File: config.mk
export PLATFORM = sky130hd
export DESIGN_NAME = yuv_output_serializer_flat
export DESIGN_NICKNAME = d
export VERILOG_FILES = /design/src/rtl/csi_pkg.sv /design/src/rtl/yuv_output_serializer_if.sv /design/src/rtl/csi_sync_fifo.sv /design/src/rtl/yuv_output_serializer.sv /design/src/flat_wrapper.sv
export SDC_FILE = /design/constraint.sdc
export NUM_CORES = 1
export LEC_CHECK = 0
export CORE_MARGIN = 5
export CORE_UTILIZATION = 54
export DETAILED_ROUTE_END_ITERATION = 16
export GPL_ROUTABILITY_DRIVEN = 0
export PLACE_DENSITY = 0.75
export SLEW_MARGIN = 40
export SYNTH_ARGS = -nofsm -noshare
export SYNTH_HDL_FRONTEND = slang
export SYNTH_SLANG_ARGS = --single-unit
File: constraint.sdc
create_clock -name clk_i -period 7.2 [get_ports clk_i]
set_clock_uncertainty 0.15 [all_clocks]
set_input_delay 0.72 -clock clk_i [delete_from_list [all_inputs] [get_ports clk_i]]
set_output_delay 0.72 -clock clk_i [all_outputs]
set_load 0.01 [all_outputs]
File: src/rtl/csi_pkg.sv
// csi_pkg: shared YUV422 widths, byte-lane order and output-stage state type
package csi_pkg;
  localparam int YUV_WORD_W = 64;
  localparam int YUV_PIXEL_W = 16;
  localparam int PIXEL_PER_WORD = 4;
  localparam logic [1:0] IDX_LAST = 2'(PIXEL_PER_WORD - 1);
  typedef enum logic {ST_IDLE, ST_SHIFT} stage_t;
  // Pixel idx of a word, MSB first: {Y0,U0},{Y1,V0},{Y2,U2},{Y3,V2}
  function automatic logic [YUV_PIXEL_W-1:0] pixel_sel(input logic [YUV_WORD_W-1:0] w, input logic [1:0] idx);
    return w[YUV_WORD_W-1-YUV_PIXEL_W*idx -: YUV_PIXEL_W];
  endfunction
endpackage

File: src/rtl/yuv_output_serializer_if.sv
// yuv_output_serializer_if: word input and pixel output handshake bundle
interface yuv_output_serializer_if;
  import csi_pkg::*;
  logic [YUV_WORD_W-1:0] yuv_i;
  logic yuv_valid_i;
  logic [YUV_PIXEL_W-1:0] pixel_o;
  logic pixel_valid_o;
  logic pixel_ready_i;
  modport master (output yuv_i, yuv_valid_i, pixel_ready_i, input pixel_o, pixel_valid_o);
  modport slave (input yuv_i, yuv_valid_i, pixel_ready_i, output pixel_o, pixel_valid_o);
endinterface

File: src/rtl/csi_sync_fifo.sv
// csi_sync_fifo: single-clock FIFO with registered count and synchronous flush
module csi_sync_fifo #(
  parameter int DW = 64,
  parameter int AW = 3
) (
  input  logic          clk_i,
  input  logic          reset_i,
  input  logic          flush_i,
  input  logic          push_i,
  input  logic          pop_i,
  input  logic [DW-1:0] data_i,
  output logic [DW-1:0] data_o,
  output logic          full_o,
  output logic          empty_o,
  output logic [AW:0]   count_o
);
  logic [DW-1:0] mem [2**AW];
  logic [AW:0] wr, rd;
  logic do_push, do_pop;
  assign empty_o = wr == rd;
  assign full_o = (wr[AW] != rd[AW]) && (wr[AW-1:0] == rd[AW-1:0]);
  assign do_pop = pop_i && !empty_o && !flush_i;
  assign do_push = push_i && (flush_i || !full_o || do_pop);
  assign data_o = mem[rd[AW-1:0]];
  // Storage; a flush restarts at slot 0 so a coincident word becomes the only entry
  always_ff @(posedge clk_i)
    if (do_push) mem[flush_i ? '0 : wr[AW-1:0]] <= data_i;
  // Pointers and occupancy count
  always_ff @(posedge clk_i or negedge reset_i)
    if (!reset_i) begin
      wr <= '0;
      rd <= '0;
      count_o <= '0;
    end else if (flush_i) begin
      wr <= (AW+1)'(do_push);
      rd <= '0;
      count_o <= (AW+1)'(do_push);
    end else begin
      wr <= wr + (AW+1)'(do_push);
      rd <= rd + (AW+1)'(do_pop);
      count_o <= count_o + (AW+1)'(do_push) - (AW+1)'(do_pop);
    end
endmodule

File: src/rtl/yuv_output_serializer.sv
// yuv_output_serializer: buffers 4-pixel YUV422 words and emits one 16-bit pixel per clock
module yuv_output_serializer
  import csi_pkg::*;
#(
  parameter int FIFO_AW = 3
) (
  input  logic                   clk_i,
  input  logic                   reset_i,
  input  logic                   frame_start_i,
  yuv_output_serializer_if.slave bus,
  output logic [FIFO_AW:0]       fifo_level_o,
  output logic                   overflow_o
);
  stage_t state, state_n;
  logic [1:0] idx, idx_n;
  logic [YUV_WORD_W-1:0] word, word_n, head;
  logic full, empty, pop;
  csi_sync_fifo #(.DW(YUV_WORD_W), .AW(FIFO_AW)) u_fifo (
    .clk_i(clk_i), .reset_i(reset_i), .flush_i(frame_start_i),
    .push_i(bus.yuv_valid_i), .pop_i(pop), .data_i(bus.yuv_i),
    .data_o(head), .full_o(full), .empty_o(empty), .count_o(fifo_level_o)
  );
  assign bus.pixel_valid_o = state == ST_SHIFT;
  assign bus.pixel_o = bus.pixel_valid_o ? pixel_sel(word, idx) : '0;
  // Next stage state: load a word when idle or after the last pixel goes out; flush wins
  always_comb begin
    state_n = state;
    idx_n = idx;
    word_n = word;
    pop = 1'b0;
    if (frame_start_i) begin
      state_n = ST_IDLE;
      idx_n = '0;
    end else if (state == ST_IDLE || (bus.pixel_ready_i && idx == IDX_LAST)) begin
      pop = !empty;
      state_n = empty ? ST_IDLE : ST_SHIFT;
      idx_n = '0;
      word_n = empty ? word : head;
    end else if (bus.pixel_ready_i) begin
      idx_n = idx + 2'd1;
    end
  end
  // Output stage registers
  always_ff @(posedge clk_i or negedge reset_i)
    if (!reset_i) begin
      state <= ST_IDLE;
      idx <= '0;
      word <= '0;
    end else begin
      state <= state_n;
      idx <= idx_n;
      word <= word_n;
    end
  // Sticky drop flag: a word arriving at a full FIFO with no pop is lost
  always_ff @(posedge clk_i or negedge reset_i)
    if (!reset_i) overflow_o <= 1'b0;
    else overflow_o <= !frame_start_i && (overflow_o || (bus.yuv_valid_i && full && !pop));
endmodule
File: src/flat_wrapper.sv
// flat-port wrapper written by rule: the top's interface ports become plain ports
module yuv_output_serializer_flat import csi_pkg::*;
#(
  parameter int FIFO_AW = 3
)
  (clk_i, reset_i, frame_start_i, fifo_level_o, overflow_o, bus_yuv_i, bus_yuv_valid_i, bus_pixel_ready_i, bus_pixel_o, bus_pixel_valid_o);
  yuv_output_serializer_if bus_i ();
  input  logic clk_i;
  input  logic reset_i;
  input  logic frame_start_i;
  output logic [FIFO_AW:0] fifo_level_o;
  output logic overflow_o;
  input wire logic [$bits(bus_i.yuv_i)-1:0] bus_yuv_i;
  input wire logic [$bits(bus_i.yuv_valid_i)-1:0] bus_yuv_valid_i;
  input wire logic [$bits(bus_i.pixel_ready_i)-1:0] bus_pixel_ready_i;
  output wire logic [$bits(bus_i.pixel_o)-1:0] bus_pixel_o;
  output wire logic [$bits(bus_i.pixel_valid_o)-1:0] bus_pixel_valid_o;
  assign bus_i.yuv_i = bus_yuv_i;
  assign bus_i.yuv_valid_i = bus_yuv_valid_i;
  assign bus_i.pixel_ready_i = bus_pixel_ready_i;
  assign bus_pixel_o = bus_i.pixel_o;
  assign bus_pixel_valid_o = bus_i.pixel_valid_o;
  yuv_output_serializer #(.FIFO_AW(FIFO_AW)) u_core (.clk_i(clk_i), .reset_i(reset_i), .frame_start_i(frame_start_i), .bus(bus_i), .fifo_level_o(fifo_level_o), .overflow_o(overflow_o));
endmodule
==> Word-level counts from Yosys, hierarchy flattened <==
Memories as Yosys holds them, arrays and structs flattened. A register that Yosys moved wholly into a read port is not among the register bits.
Index checks and enable logic that the tools add are counted.
{ "totals": {"reg_bits": 16, "inputBits": 69, "ramBits": 512, "memories": 1, "word_cells": 56, "out_inout_bits": 22, "romBits": 0, "latch_bits": 0} }
{ "classes": {"n_lt_le_gt_ge": 0, "muxes": 15, "multipliers": 0, "addsub": 6, "reduce_logical": 20, "n_bitwise": 3, "eq_ne": 4, "div_mod_pow": 0, "n_shift": 1} }
{ "mem_list": {"columns": ["memory", "words", "word_bits", "read_ports", "rd_ports_with_merged_regs", "write_ports", "line_no", "source"], "rows": [
  ["u_core.u_fifo.mem", 8, 64, 1, 1, 1, "csi_sync_fifo.sv:17", "logic [DW-1:0] mem [2**AW];"]
]} }
{ "op_table": {"columns": ["op", "count"], "rows": [
  ["variable part select 79 x 33 -> 16 bit", 1],
  ["two-way mux 16 bit", 1],
  ["adder 4 x 1 -> 4 bit", 3],
  ["two-way mux 4 bit", 3],
  ["logical AND 1 bit", 8],
  ["two-way mux 1 bit", 7],
  ["subtractor 6 x 6 -> 7 bit, first input constant", 1],
  ["two-way mux 2 bit", 3],
  ["zero test 1 bit", 5],
  ["== test 4 bit", 1],
  ["logical OR 1 bit", 4],
  ["subtractor 4 x 1 -> 4 bit", 1],
  ["== test 3 bit", 1],
  ["two-way mux 3 bit", 1],
  ["NOT 1 bit", 3],
  ["AND reduction 3 bit", 1],
  ["nonzero test 3 bit", 1],
  ["adder 2 x 1 -> 2 bit, second input constant", 1],
  ["== test 2 bit, second input constant", 1],
  ["nonzero test 2 bit", 1],
  ["inequality test 1 bit", 1]
]} }

==> Depth between registers and ports, before layout <==
Gate-level depths: netlist of run 1.
{ "depth": {"depth_word": 12, "mapped_depth": 14, "ltp_nobuf": 12} }

==> Cells and area by module <==
Synthesis of run 1 repeated with hierarchy kept, for this count alone.
{ "unflattened": {"cells_unflattened": 1032, "area_unflattened_um2": 23277.3} }
{ "by_module_without_submodules": {"columns": ["module", "area_each_um2", "instances", "cells_each", "seq_area_each_um2"], "rows": [
  ["csi_sync_fifo", 20002.9, 1, 823, 15675.0],
  ["yuv_output_serializer", 3274.4, 1, 209, 1701.6]
]} }

==> Worst setup path after synthesis of run 1 <==
Ideal clock, no wire load.
{ "synth_path": {"kind": "input to register", "start": "input frame_start_i", "end": "memory u_core.u_fifo.mem[2][0], enable pin", "setup_ps": 644, "n_path_buf": 1, "cell_stages": 4, "arrival_ps": 7379, "t_required_ps": 6406, "setup_slack_ps": -973, "path_cell_list": "clkbuf_1 a21oi_1 nor3_1 nor4_1"} }
{ "synth_between": {"elab_chain_cells": 7, "elab_cells_between_ends": 10, "cone_classes": "mux: 4; reduce/logical: 6"} }
{ "synth_rtl": {"columns": ["element", "line_no", "source"], "rows": [
  ["start, declared", "flat_wrapper.sv:10", "input logic frame_start_i;"],
  ["two-way mux 1 bit", "yuv_output_serializer.sv:31", "if (frame_start_i) begin"],
  ["logical AND 1 bit (2 in series)", "csi_sync_fifo.sv:22", "assign do_pop = pop_i && !empty_o && !flush_i;"],
  ["logical OR 1 bit", "csi_sync_fifo.sv:23", "assign do_push = push_i && (flush_i || !full_o || do_pop);"],
  ["logical AND 1 bit", "csi_sync_fifo.sv:23", null],
  ["two-way mux 1 bit (2 in series)", "csi_sync_fifo.sv:27", "if (do_push) mem[flush_i ? '0 : wr[AW-1:0]] <= data_i;"],
  ["end, declared", "csi_sync_fifo.sv:17", null]
]} }
Several ways; a longest one is shown, not always the timed one.

==> Final worst setup path of run 1 <==
{ "layout_path": {"start": "input frame_start_i", "end": "memory u_core.u_fifo.mem[6][60], enable pin"} }
The elaborated chain is that of the path after synthesis.

==> impl_metrics.json, run 1 <==
{
  "run_status": "finished, violations left",
  "violations": "negative hold slack",
  "cts_root_buffer": "clkbuf_16",
  "cts.repair.resized": 0,
  "crit_family": "buffers and inverters",
  "synth_top_family_by_area": "multiplexers",
  "synth_common_cells": "edfxtp_1, mux4_2, mux2_2",
  "grt_max_degree": 81,
  "worst_pin_slew_ns": 0.787,
  "synth-seq-cells": 592,
  "arrival_ns": 3.58,
  "cpMaxStageDelayCell": "clkdlybuf4s50_1",
  "hold_ws_ns": -0.00945,
  "cp_common_cell": "buf_4",
  "dpl.hpwl_mm": 25.3,
  "cellPowerDensity_mw_per_mm2": 328,
  "drive_gt1_frac": 0.326,
  "cts_made_buffers": 57,
  "portBuffers": 90,
  "maxCapViolations": 0,
  "drtPass1Iterations": 5,
  "r2r-start": "u_core.idx[1]",
  "final_hold_viol_count": 4,
  "final_util": 0.628,
  "fill_cells": 2785,
  "dieArea_mm2": 0.0468,
  "hp-class": "in2async",
  "drt_iter0_drc": 859,
  "cp-end-kind": "flop",
  "critPathMaxStageDelay_ns": 0.77,
  "ys_top_cells_by_area": "edfxtp_1, mux4_2, dfrtp_1",
  "synth_xor_area_frac": 0.00419,
  "rows": 75,
  "final_nets": 1216,
  "fmax_ghz": 0.285,
  "synth_area_per_cell_um2": 22.7,
  "path_cells": "clkdlybuf4s50_1, a21oi_1, nor3_1, buf_4, nor3_2, buf_4, buf_4",
  "crit_required_ns": 7.28,
  "layout_setup_ws_ns": 3.69,
  "routedWlPerCell_um": 25.8,
  "grt_usage": 0.193,
  "min_period_ns": 3.51,
  "clk_pin_slew_worst_paths_ns": 0.06,
  "start_kind": "primary input",
  "core_area_mm2": 0.0420,
  "rsz0062_at_grt": "false",
  "fin_tns_setup_ns": 0,
  "grt_pass1_vias": 10900,
  "initial_core_util": 0.547,
  "clock_sinks": 592,
  "ios": 91,
  "ys.flop_type": "edfxtp_1",
  "cts_tree": "done",
  "grt_pass1_wl_mm": 67.8,
  "cts_buffer_depth": 3,
  "synth_top_area_share": 0.669,
  "drc_errors": 0,
  "placed_cells": 1616,
  "r2r_setup_slack_ns": 3.74,
  "slew_headroom": 0.475,
  "yosys.area_share.adder": 0.00577,
  "seq_area_mm2": 0.0174,
  "critical_path_class": "in2reg",
  "post-cts-setup-buffers": 0,
  "critPathBufInv": 4,
  "synth_compound_area_frac": 0.00305,
  "r2r-end": "u_core.u_fifo.mem[6][60]",
  "r2r.worst_path.cells": 8,
  "ir_drop_mv": 0.223,
  "syn_area_mm2": 0.0230,
  "drt-vias-per-instance": 5.95,
  "final_antenna_net_count": 0,
  "worstSkewPairLatency_ns": 0.60,
  "dieHeight_um": 216,
  "finalCritPeriodShare": 0.487,
  "p_leak_nw": 8.54,
  "yosysWarnings": 0,
  "synth-edff-count": 512,
  "dpl_worst_slack_ns": 2.86,
  "die_x_um": 216,
  "num_antenna_cells": 0,
  "synthToLayoutAreaGrowth_pct": 14.8,
  "synth-simple-area-share": 0.0126,
  "setup_viol": 0,
  "via_count": 10300,
  "fin_cells": 1723,
  "synthArstFlopShare": 0.135,
  "multi_input_area_mm2": 0.00534,
  "antenna_found_initial": 0,
  "yosysSeqAreaShare": 0.756,
  "synthCells": 1015,
  "report.final.slew_viol_count": 0,
  "muxShareOfSynthArea": 0.204,
  "htreeDepth": 2,
  "critPathMaxFanout": 33,
  "synth_top_cell_by_area": "edfxtp_1",
  "cts_hold_buffers": 0,
  "syn-num-nets": 1094,
  "synth.most_common_cell": "edfxtp_1",
  "grt_overflow": 0,
  "drt_wl_total_mm": 44.4,
  "synthDistinctLibCells": 27
}
==> power by group <==
part	total, W	internal, W	switching (W)
logic	0.00157	0.000902	0.000670
clock network	0.00287	0.00168	0.00119
registers	0.00421	0.00401	0.000193
==> placed cells by master (no fill, tap or decap), types with 8 or more instances in the layout <==
cell type        Yosys  final
mux2_2             128    128
mux4_2             144    144
buf_6               14      8
edfxtp_1           512    512
and2_1              16     16
clkbuf_16            0     60
clkbuf_1            20     21
dfrtp_1             80     76
nor2_1              10     10
ha_1                 9      9
inv_1               12     12
clkinv_1             0      8
clkdlybuf4s50_1      0     89
buf_4                0     13
==> routing by layer <==
metal	vias up	global-route usage	routed length (µm)
met3	54	0.0345	2690
met4	0	0.0545	943
met2	326	0.313	21900
met5	-	0	0
met1	5442	0.276	18900
li1	4430	-	-
==> registers in the layout, summed over array words and instances, names as in the netlist <==
register / count
u_core.u_fifo.mem: 512
u_core.word: 64
u_core.u_fifo.count_o: 4
u_core.u_fifo.rd: 4
u_core.u_fifo.wr: 4
u_core.idx: 2
u_core.bus.pixel_valid_o: 1
u_core.overflow_o: 1
==> worst max path at each step <==
stage,start,to,depth (start not counted)
floorplan,frame_start_i,u_core.u_fifo.mem[0][0],4
finish,frame_start_i,u_core.u_fifo.mem[6][60],7
global route,u_core.idx[0],u_core.u_fifo.mem[6][60],9
detailed placement,frame_start_i,u_core.u_fifo.count_o[2],11
global placement,frame_start_i,u_core.u_fifo.count_o[2],11
CTS,u_core.idx[1],u_core.u_fifo.count_o[2],12
==> metrics by stage <==
stage          instance area, µm²  total power [W]
2_1_floorplan               23000          0.00536
3_3_place_gp                24500          0.00580
3_5_place_dp                24600          0.00585
4_1_cts                     26400          0.00873
5_1_grt                     26400          0.00900
6_report                    26400          0.00865
==> cell type report <==
cell class	instances	area share
clock buffers	86	0.0624
clock inverters	20	0.00649
inverters	12	0.00171
well taps	539	0.0255
multi-input cells	361	0.202
repair buffers	113	0.0431
flip-flops and latches	592	0.658
==> kinds of logic (layout without fill, tap and decap cells) <==
| group | after synthesis | after routing |
|---|---|---|
| simple gates | 56 | 56 |
| mux | 272 | 272 |
| fa+ha+maj | 10 | 10 |
| compound gates | 12 | 12 |
| buf+inv | 62 | 231 |
| xor+xnor | 11 | 11 |
| flops | 592 | 592 |
Power figures use the tool's default switching activity.
==> run 2: changes to the inputs <==
==> constraint.sdc (replaced) <==
create_clock -name clk_i -period 2.99 [get_ports clk_i]
set_clock_uncertainty 0.15 [all_clocks]
set_input_delay 0.299 -clock clk_i [delete_from_list [all_inputs] [get_ports clk_i]]
set_output_delay 0.299 -clock clk_i [all_outputs]
set_load 0.01 [all_outputs]
==> run 2 against run 1 <==
Net effect: the flow now finishes without violations; critical path depth decreased by 3; clock power rose to 2.6 times the previous value; count of clock-buffer cells in the layout fell by 21; critical path type is now reg2out; sequential power up 140%; design area grew 1.7%; largest cell class unchanged.
==> impl_metrics.json, run 2 (synthesis gave the netlist of run 1 again) <==
{
  "grt_max_degree": 131,
  "cp-end-kind": "primary output",
  "min_period_ns": 2.91,
  "fmax_ghz": 0.344,
  "r2r.worst_path.cells": 9,
  "report.final.slew_viol_count": 0,
  "final_util": 0.639,
  "grt_pass1_wl_mm": 71.1,
  "core_area_mm2": 0.0420,
  "hold_ws_ns": 0.0614,
  "die_x_um": 216,
  "cellPowerDensity_mw_per_mm2": 802,
  "rows": 75,
  "arrival_ns": 2.46,
  "num_antenna_cells": 0,
  "finalCritPeriodShare": 0.972,
  "cts_made_buffers": 57,
  "maxCapViolations": 0,
  "clock_sinks": 592,
  "fin_tns_setup_ns": 0,
  "grt_pass1_vias": 11100,
  "routedWlPerCell_um": 27.0,
  "drc_errors": 0,
  "grt_overflow": 0,
  "dieArea_mm2": 0.0468,
  "ios": 91,
  "portBuffers": 90,
  "dpl.hpwl_mm": 25.8,
  "critPathMaxFanout": 9,
  "rsz0062_at_grt": "false",
  "antenna_found_initial": 3,
  "r2r-end": "u_core.u_fifo.count_o[1]",
  "r2r_setup_slack_ns": 0.32,
  "via_count": 10400,
  "final_antenna_net_count": 0,
  "setup_viol": 0,
  "drtPass1Iterations": 5,
  "worstSkewPairLatency_ns": 0.60,
  "slew_headroom": 0.440,
  "grt_usage": 0.204,
  "final_cell_mix": "edfxtp_1, mux4_2, mux2_2",
  "drive_gt1_frac": 0.346,
  "largest_reg_flops": 512,
  "crit_end": "bus_pixel_o[7]",
  "worst_pin_slew_ns": 0.841,
  "dieHeight_um": 216,
  "r2r-start": "u_core.idx[0]",
  "crit_required_ns": 2.54,
  "drt-vias-per-instance": 6.01,
  "clk_pin_slew_worst_paths_ns": 0.06,
  "htreeDepth": 2,
  "critical_path_class": "reg2out",
  "layout_commonest_cell": "edfxtp_1",
  "drt_iter0_drc": 869,
  "hp-class": "in2async",
  "cts_root_buffer": "clkbuf_16",
  "cts_tree": "done",
  "start_kind": "flop",
  "cp-startpoint": "u_core.idx[0]",
  "drt_wl_total_mm": 46.7,
  "final_nets": 1223,
  "run_status": "finished, final reports clean",
  "initial_core_util": 0.547,
  "p_leak_nw": 8.74,
  "cts_buffer_depth": 3,
  "synthToLayoutAreaGrowth_pct": 16.8,
  "post-cts-setup-buffers": 0,
  "ir_drop_mv": 0.519,
  "final_hold_viol_count": 0
}
## run 2: cell types whose count changed in the layout (fill, tap and decap cells not counted), sizes merged, moves of 2 or more
cell	delta
clkinv	+9
clkinvlp	+3
dlymetal6s2s	+2
buf	+5
inv	+2
bufinv	+8
clkdlybuf4s50	-3
clkbuf	-20
## run 2: worst min path at each step
stage	start	slack, ns	end	depth (start not counted)
floorplan	reset_i	-0.15	u_core.bus.pixel_valid_o	0
CTS	reset_i	0.05	u_core.word[34]	2
global route	reset_i	0.09	u_core.u_fifo.count_o[0]	2
global placement	reset_i	0.13	u_core.u_fifo.count_o[0]	1
detailed placement	reset_i	0.14	u_core.u_fifo.count_o[0]	1
finish	reset_i	0.06	u_core.u_fifo.count_o[0]	2
## run 2: final cells by class
cell class                      instances  area (µm²)
Sequential cell                       592       17400
Fill cell                            2740       15200
Multi-Input combinational cell        361        5420
Clock buffer                           65        1470
Timing Repair Buffer                  120        1350
Tap cell                              539         674
Clock inverter                         42         502
Inverter                               12        45.0
## run 2: where the power goes
part	total (W)	internal (W)	switching (W)	leakage, nW
Sequential	0.0101	0.00966	0.000413	5.62
Clock	0.00748	0.00448	0.00300	0.958
Combinational	0.00398	0.00223	0.00175	2.17
Total	0.0215	0.0164	0.00517	8.74
## run 2: stage by stage
step	std cells	area [µm²]	total power [W]	setup slack (ns)
finish	1731	26800	0.0215	0.0831
global route	1731	26800	0.0224	0.00819
CTS	1730	26800	0.0217	0.0415
detailed placement	1622	24800	0.0142	0.149
global placement	1622	24800	0.0141	0.219
floorplan	1015	23100	0.0129	-0.507
## run 2: repair_timing
item / in CTS / in global routing
resized for setup: 4 / 3
gates cloned: 0 / 1
endpoints found under the hold margin: 80 / 0
setup endpoints to repair: 16 / 8
hold buffers: 1 / 0
## run 2: routing by layer
metal	GRT usage	vias up	share of wire
met1	0.295	5553	0.43
met2	0.331	324	0.50
met3	0.0395	66	0.058
met4	0.0432	4	0.018
met5	0	-	0.00045
li1	-	4456	-
## run 2: critical path, cell delays in order (launching register included)
cell	delay, ns
dfrtp_2	0.45
buf_12	0.18
mux4_2	0.49
and2_1	0.23
clkdlybuf4s50_1	0.51
